--- config.mk ---
export PLATFORM = sky130hd
export DESIGN_NAME = simd_elastic_buf
export DESIGN_NICKNAME = d
export VERILOG_FILES = /design/src/rtl/dlx_simd_defs.sv /design/src/rtl/simd_lane_mask.sv /design/src/rtl/simd_elastic_buf.sv
export SDC_FILE = /design/constraint.sdc
export NUM_CORES = 1
export LEC_CHECK = 0
export ABC_CLOCK_PERIOD_IN_PS = 5000
export CAP_MARGIN = 20
export CORE_MARGIN = 2
export CORE_UTILIZATION = 59
export CTS_CLUSTER_DIAMETER = 150
export DETAILED_ROUTE_END_ITERATION = 10
export PLACE_DENSITY = 0.88
export SLEW_MARGIN = 25
export SYNTH_ARGS = -nofsm -noshare
export SYNTH_HDL_FRONTEND = slang
export SYNTH_SLANG_ARGS = --single-unit
--- constraint.sdc ---
create_clock -name CLK -period 5 [get_ports CLK]
set_input_delay 0.5 -clock CLK [delete_from_list [all_inputs] [get_ports CLK]]
set_output_delay 0.5 -clock CLK [all_outputs]
set_load 0.05 [all_outputs]
--- src/rtl/dlx_simd_defs.sv ---
// Shared SIMD definitions for the DLX datapath: lane geometry defaults,
// word width derivation and lane-select helpers.
package dlx_simd_defs;

    localparam int LANES_DEF  = 4;
    localparam int LANE_W_DEF = 8;
    localparam int W_DEF      = LANES_DEF * LANE_W_DEF;

    // Full SIMD word width for a given lane geometry.
    function automatic int simd_w(input int lanes, input int lane_w);
        return lanes * lane_w;
    endfunction

    // Bit position of the least significant bit of lane k.
    function automatic int lane_lsb(input int k, input int lane_w);
        return k * lane_w;
    endfunction

endpackage

--- src/rtl/simd_lane_mask.sv ---
// Combinational lane masker: lanes whose mask bit is clear are forced to
// zero so that stale or undefined lane contents never leave a stage.
module simd_lane_mask
    import dlx_simd_defs::*;
#(
    parameter int LANES  = LANES_DEF,
    parameter int LANE_W = LANE_W_DEF
) (
    input  logic [LANES*LANE_W-1:0] data,
    input  logic [LANES-1:0]        mask,
    output logic [LANES*LANE_W-1:0] masked
);

    // Copy enabled lanes, everything else stays zero.
    always_comb begin
        masked = '0;
        for (int k = 0; k < LANES; k++) begin
            if (mask[k]) begin
                masked[lane_lsb(k, LANE_W) +: LANE_W] = data[lane_lsb(k, LANE_W) +: LANE_W];
            end
        end
    end

endmodule

--- src/rtl/simd_elastic_buf.sv ---
// Registered elastic FIFO for LANES x LANE_W SIMD words with a per-lane
// valid mask. Both handshake readies/valids come from the registered
// occupancy, so no combinational path crosses the buffer.
module simd_elastic_buf
    import dlx_simd_defs::*;
#(
    parameter int LANES  = LANES_DEF,
    parameter int LANE_W = LANE_W_DEF,
    parameter int DEPTH  = 4,
    parameter int CNT_W  = $clog2(DEPTH + 1)
) (
    input  logic                    CLK,
    input  logic                    RESET_N,
    input  logic                    I_VALID,
    output logic                    I_READY,
    input  logic [LANES*LANE_W-1:0] I_DATA,
    input  logic [LANES-1:0]        I_MASK,
    output logic                    O_VALID,
    input  logic                    O_READY,
    output logic [LANES*LANE_W-1:0] O_DATA,
    output logic [LANES-1:0]        O_MASK,
    input  logic                    FLUSH,
    output logic [CNT_W-1:0]        COUNT
);

    localparam int W     = simd_w(LANES, LANE_W);
    localparam int PTR_W = (DEPTH > 1) ? $clog2(DEPTH) : 1;

    logic [W-1:0]     data_mem [DEPTH];
    logic [LANES-1:0] mask_mem [DEPTH];
    logic [PTR_W-1:0] wr_ptr;
    logic [PTR_W-1:0] rd_ptr;
    logic [CNT_W-1:0] count;
    logic             push;
    logic             pop;
    logic [LANES-1:0] head_mask;

    assign I_READY = (count != CNT_W'(DEPTH));
    assign O_VALID = (count != '0);
    assign COUNT   = count;
    assign push    = I_VALID & I_READY;
    assign pop     = O_VALID & O_READY;

    // Pointer and occupancy control; reset beats flush, flush beats traffic.
    always_ff @(posedge CLK) begin
        if (!RESET_N) begin
            wr_ptr <= '0;
            rd_ptr <= '0;
            count  <= '0;
        end else if (FLUSH) begin
            wr_ptr <= '0;
            rd_ptr <= '0;
            count  <= '0;
        end else begin
            if (push) wr_ptr <= wr_ptr + PTR_W'(1);
            if (pop)  rd_ptr <= rd_ptr + PTR_W'(1);
            unique case ({push, pop})
                2'b10:   count <= count + CNT_W'(1);
                2'b01:   count <= count - CNT_W'(1);
                default: count <= count;
            endcase
        end
    end

    // Storage is data only; a write during reset/flush lands in a slot that
    // the cleared pointers no longer consider valid.
    always_ff @(posedge CLK) begin
        if (push) begin
            data_mem[wr_ptr] <= I_DATA;
            mask_mem[wr_ptr] <= I_MASK;
        end
    end

    // An empty buffer presents an all-zero mask, which zeroes every lane.
    always_comb begin
        head_mask = '0;
        if (O_VALID) head_mask = mask_mem[rd_ptr];
    end

    assign O_MASK = head_mask;

    simd_lane_mask #(
        .LANES  (LANES),
        .LANE_W (LANE_W)
    ) u_lane_mask (
        .data   (data_mem[rd_ptr]),
        .mask   (head_mask),
        .masked (O_DATA)
    );

    // The producer must hold its word stable while stalled.
    a_hold_while_stalled: assert property (
        @(posedge CLK) disable iff (!RESET_N || FLUSH)
        (I_VALID && !I_READY) |=> (I_VALID && $stable(I_DATA) && $stable(I_MASK))
    ) else $error("simd_elastic_buf: producer changed word before acceptance");

    // Pointer wrap relies on a power-of-two depth.
    a_depth_pow2: assert property (
        @(posedge CLK) (DEPTH >= 2) && ((DEPTH & (DEPTH - 1)) == 0)
    ) else $error("simd_elastic_buf: DEPTH must be a power of two >= 2");

endmodule
==> flow_summary.ini, run 1 <==
[final_layout]
drive_gt1_share_pct = 18.3
n_antenna_cell = 0
area_growth_pct = 22.5
final_cells = 600
layout.nets = 498

[setup_path]
required_ns = 4.50
cp.arrival_ns = 3.27
cp-end-kind = output pin
crit_chain = mux2_2, nand2_2, o32ai_1, clkdlybuf4s50_1
path_buf_inv = 1
critPathSlowestCell = clkdlybuf4s50_1
cp_top_family = buffers and inverters
critPathMaxStageDelay_ns = 0.89
path_class = flop to output pin
worst_setup_path_start_kind = flop
critical_path.max_fanout = 51

[sta]
hold_violations = 0
rsz0062_at_grt = no
setup_viol = 0
fin_tns_setup_ns = 0
relSlewSlack_pct = 31.6
fmax_mhz = 265
clock_skew_ns = 0.00930
period_needed_ns = 3.77
post-route-period-util_pct = 75.4
drv_slew = 0
worst_slew_pin_slew_ns = 1.03

[clock_network]
cts_buffers = 17
cts-root-buf = clkbuf_8
tritoncts = yes
ctsResizeCount = 0
clk_latency_ns = 0.53
htreeDepth = 4
clk_pin_slew_ns = 0.06
clock_sinks = 153
post-cts-setup-buffers = 0
cts_buffer_depth = 2
ctsHoldBuffers = 0

[drt]
drt_first_pass_iters = 4
wl_um = 12100
ant_nets = 0
drc_errors = 0
dr.max_layer_used = met4
met3_length_um = 853
viasPerCell = 5.87
route.met2.wl_um = 6220
wl_met1_um = 4860
wl_per_cell_um = 20.1
vias = 3522
drt_first_iter_violations = 247

[status]
status = complete, no violations

[floorplanning]
coreArea_sq_um = 10300
die_h_um = 107
initial_utilization_pct = 60.7
rows = 37
die_x_um = 107
ioPinCount = 82
dieArea_sq_um = 11400

[logic_synthesis]
avgSynthCellArea_sq_um = 16.8
syn_area_sq_um = 6240
synth_commonest_cells = edfxtp_1 (144), mux2i_1 (37), mux2_2 (36)
async_flop_share_pct = 0
ys_seq_elements = 153
ys_top_cells_by_area = edfxtp_1 (69%), mux2_2 (6.5%), mux2i_1 (5.9%)
synth.most_common_cell = edfxtp_1
syn_inst = 371
yosysWarnings = 0
netlist-cell-type-count = 33
synth_edf_count = 144
ys.flop_type = edfxtp_1
synth_top_area_cell = edfxtp_1
synth_nets = 418
yosys.area.top_type_share_pct = 69.3
synth.yosys.seq_area_share_pct = 72.1

[grt]
grt_pass1_wl_um = 18600
grt_max_degree = 55
grt_pass1_vias = 3614
antenna_found_initial = 0
gr-total-overflow = 0
grt.total_usage_pct = 22.3

[pwr]
leakage_nw = 2.37
power_switching_mw = 0.637
p_comb_share_pct = 7.3
vdd_drop_max_mv = 0.232
seq_power_share_pct = 50.6
p_int_mw = 2.23
p_sw_share_pct = 22.2
power_density_nw_per_um2 = 375
clock_power_share_pct = 42.1
total_power_mw = 2.87

[placed_design]
placed_cells = 568
hpwl_um = 6890
gp_congestion = 0.724
port_buffers = 81

[run]
cap_violations = 0

[worst_hold_path]
hp-class = flop to flop
-- final cells by class --
| type | count | area, sq um |
|---|---|---|
| clock buffer | 18 | 418 |
| clock inverter | 14 | 149 |
| fill | 647 | 2630 |
| inverter | 7 | 26.3 |
| multi-input combinational | 189 | 1550 |
| sequential | 153 | 4510 |
| tap | 136 | 170 |
| timing repair buffer | 83 | 826 |
-- worst register-to-register path, cell delays in order, from the launching register on --
cell	delay, ns
dfxtp_1	0.45
or3b_1	0.49
nand2_4	0.14
ha_1	0.19
inv_1	0.06
fa_1	0.37
xor2_1	0.15
or3_2	0.41
a21oi_1	0.15
-- per-layer routing --
layer / up-vias / track usage [%]
li1: 1613 / -
met2: 133 / 37.0
met1: 1760 / 28.1
met3: 16 / 7.36
met5: - / 0
met4: 0 / 6.49
-- per-stage QoR --
step,area [sq um],hold slack (ns),utilization [%],worst slack (ns)
after floorplan,6240,0.471,-,1.88
after global placement,7080,0.487,68.9,1.85
after detailed placement,7080,0.505,68.9,1.81
after CTS,7650,0.514,74.4,1.24
after global routing,7650,0.553,74.4,1.12
final,7650,0.519,74.4,1.23
-- cell families (layout without fill, tap and decap cells) --
| family | after synthesis | in the layout | share of synthesized area [%] |
|---|---|---|---|
| and+or+nand+nor | 64 | 64 | 4.85 |
| buffers and inverters | 29 | 122 | 2.99 |
| adders and majority gates | 6 | 6 | 1.32 |
| DFF | 153 | 153 | 72.1 |
| xor gates and xnor gates | 4 | 4 | 0.561 |
| AOI/OAI and AO/OA | 41 | 41 | 5.47 |
| muxes | 74 | 74 | 12.7 |
-- state kept, by name, indices dropped and copies added, names as in the netlist, named ones only --
name      flops
data_mem    128
mask_mem     16
COUNT         3
rd_ptr        2
wr_ptr        2
-- cells in the final DEF (no fill, tap or decap), drive strengths merged --
master and count:
nor2 12, clkdlybuf4s50 81, nand2 39, a211oi 4, and3 4, fa 1
clkinvlp 2, nor2b 1, o31ai 1, o21ai 1, inv 9, or3 1
nor3 1, clkbuf 18, ha 5, mux2 37, clkinv 8, buf 2
xor2 4, o32ai 32, o311ai 1, a21oi 2, dfxtp 9, or3b 1
or2 4, mux2i 37, bufinv 2, nand2b 1, edfxtp 144
-- worst paths after layout --
path,cells after the start,slack (ns),end,start
setup / recovery,4,1.23,O_DATA[7],flop
hold / removal,2,0.52,wr_ptr[1],wr_ptr[1]
setup reg to reg,8,2.54,COUNT[2],COUNT[2]
hold reg to reg,2,0.52,wr_ptr[1],wr_ptr[1]
-- power groups by stage --
stage                     sequential (mW)  clock (mW)  combinational [mW]
after floorplan                      1.47           0               0.123
after global placement               1.48           0               0.204
after detailed placement             1.48           0               0.210
after CTS                            1.45        1.22               0.212
after global routing                 1.45        1.27               0.224
final                                1.45        1.21               0.210
Note: power is estimated with default switching activity, not from simulation.
==> inputs of run 2 (changes only) <==
--- a/config.mk
+++ b/config.mk
@@ -5,13 +5,13 @@
 export SDC_FILE = /design/constraint.sdc
 export NUM_CORES = 1
 export LEC_CHECK = 0
-export ABC_CLOCK_PERIOD_IN_PS = 5000
+export ABC_CLOCK_PERIOD_IN_PS = 3780
 export CAP_MARGIN = 20
 export CORE_MARGIN = 2
-export CORE_UTILIZATION = 59
+export CORE_UTILIZATION = 55
 export CTS_CLUSTER_DIAMETER = 150
 export DETAILED_ROUTE_END_ITERATION = 10
-export PLACE_DENSITY = 0.88
+export PLACE_DENSITY = 0.83
 export SLEW_MARGIN = 25
 export SYNTH_ARGS = -nofsm -noshare
 export SYNTH_HDL_FRONTEND = slang
==> constraint.sdc (replaced) <==
create_clock -name CLK -period 3.78 [get_ports CLK]
set_input_delay 0.378 -clock CLK [delete_from_list [all_inputs] [get_ports CLK]]
set_output_delay 0.378 -clock CLK [all_outputs]
set_load 0.05 [all_outputs]
==> flow_summary.ini, run 2 (same netlist as run 1, synthesis figures left out) <==
[grt]
grt_max_degree = 39
grt_pass1_wl_um = 19100
gr-total-overflow = 0
grt.total_usage_pct = 20.4
grt_pass1_vias = 3611
antenna_found_initial = 0

[setup_path]
path_buf_inv = 2
worst_setup_path_start_kind = flop
cp.arrival_ns = 2.99
critPathSlowestCell = clkdlybuf4s50_1
critPathMaxStageDelay_ns = 0.89
path_class = flop to output pin
required_ns = 3.40
cp_top_family = buffers and inverters
cp-end-kind = output pin
crit_chain = buf_4, mux2_2, nand2_1, o32ai_1, clkdlybuf4s50_1
critical_path.max_fanout = 38

[drt]
vias = 3560
drc_errors = 0
drt_first_pass_iters = 4
wl_per_cell_um = 20.1
drt_first_iter_violations = 205
ant_nets = 0
viasPerCell = 5.87
wl_um = 12200

[floorplanning]
die_x_um = 111
rows = 38
ioPinCount = 82
coreArea_sq_um = 10900
initial_utilization_pct = 57.1
die_h_um = 111
dieArea_sq_um = 12200

[sta]
relSlewSlack_pct = 34.0
setup_viol = 0
rsz0062_at_grt = no
hold_violations = 0
period_needed_ns = 3.37
fin_tns_setup_ns = 0
worst_slew_pin_slew_ns = 0.989
fmax_mhz = 297
clock_skew_ns = 0.00543
fin_ws_ns = 0.413
post-route-period-util_pct = 89.1
drv_slew = 0

[final_layout]
n_antenna_cell = 0
final_cells = 606
largest_reg_flops = 128
fill_cells = 700
max_flop_register = data_mem
drive_gt1_share_pct = 18.9
area_growth_pct = 23.5
design_area_sq_um = 7710
seqCellArea_sq_um = 4510
multi_input_area_sq_um = 1550
layout_commonest_cell = edfxtp_1
final_cell_mix = edfxtp_1 (144), clkdlybuf4s50_1 (81), mux2i_1 (37)
layout.nets = 500

[clock_network]
clk_latency_ns = 0.42
cts_buffers = 17
ctsHoldBuffers = 0
cts-root-buf = clkbuf_16
clock_sinks = 153
clk_pin_slew_ns = 0.06
post-cts-setup-buffers = 0
cts_buffer_depth = 2
htreeDepth = 4
tritoncts = yes
ctsResizeCount = 0

[worst_hold_path]
hp-class = flop to flop

[placed_design]
port_buffers = 81
dp_slack_ns = 0.893
hpwl_um = 7210
placed_cell_area_sq_um = 7100
gp_congestion = 0.728
placed_cells = 574

[pwr]
p_comb_share_pct = 7.2
p_sw_share_pct = 21.0
clock_power_share_pct = 43.6
seq_power_share_pct = 49.2
total_power_mw = 3.90
power_density_nw_per_um2 = 506
p_int_mw = 3.08
vdd_drop_max_mv = 0.286
power_switching_mw = 0.820
leakage_nw = 2.40

[status]
status = complete, no violations

[run]
cap_violations = 0
==> run 2: metrics by stage <==
step,hold slack [ns],utilization [%]
after floorplan,0.471,-
after global placement,0.484,65.0
after detailed placement,0.519,65.0
after CTS,0.534,70.5
after global routing,0.554,70.5
final,0.529,70.5
==> run 2: worst register-to-register path, delay by kind of cell, from the launching register on <==
family                     cells  cell delay, ns
xor gates and xnor gates       1            0.15
AOI/OAI and AO/OA              1            0.15
adders and majority gates      2            0.56
and+or+nand+nor                3            1.05
buffers and inverters          1            0.06
DFF                            1            0.45
==> run 2: worst paths after layout <==
check | startpoint | slack (ns) | endpoint | cells after the start
max reg2reg | COUNT[2] | 1.29 | COUNT[2] | 8
min | wr_ptr[1] | 0.53 | wr_ptr[1] | 2
min reg2reg | wr_ptr[1] | 0.53 | wr_ptr[1] | 2
max | flop | 0.41 | O_DATA[15] | 5
==> run 2: power by group through the flow <==
stage | clock network [mW] | logic (mW) | registers, mW
global placement | 0 | 0.275 | 1.95
detailed placement | 0 | 0.281 | 1.95
finish | 1.70 | 0.282 | 1.92
CTS | 1.71 | 0.283 | 1.92
floorplan | 0 | 0.163 | 1.95
global route | 1.78 | 0.298 | 1.92
==> run 2: area by class of cell <==
class                   instances  area share [%]
clock buffers                  21            5.97
clock inverters                11            1.90
inverters                       7           0.341
multi-input cells             189            20.1
flip-flops and latches        153            58.5
well taps                     140            2.27
repair buffers                 85            10.9
==> run 2: metal layers <==
layer,part of all wire [%],global-route usage (%),up-vias
met4,1.3,7.83,0
met2,50,33.0,144
met5,0,0,-
met1,42,26.1,1781
met3,7.2,6.15,14
li1,-,-,1621
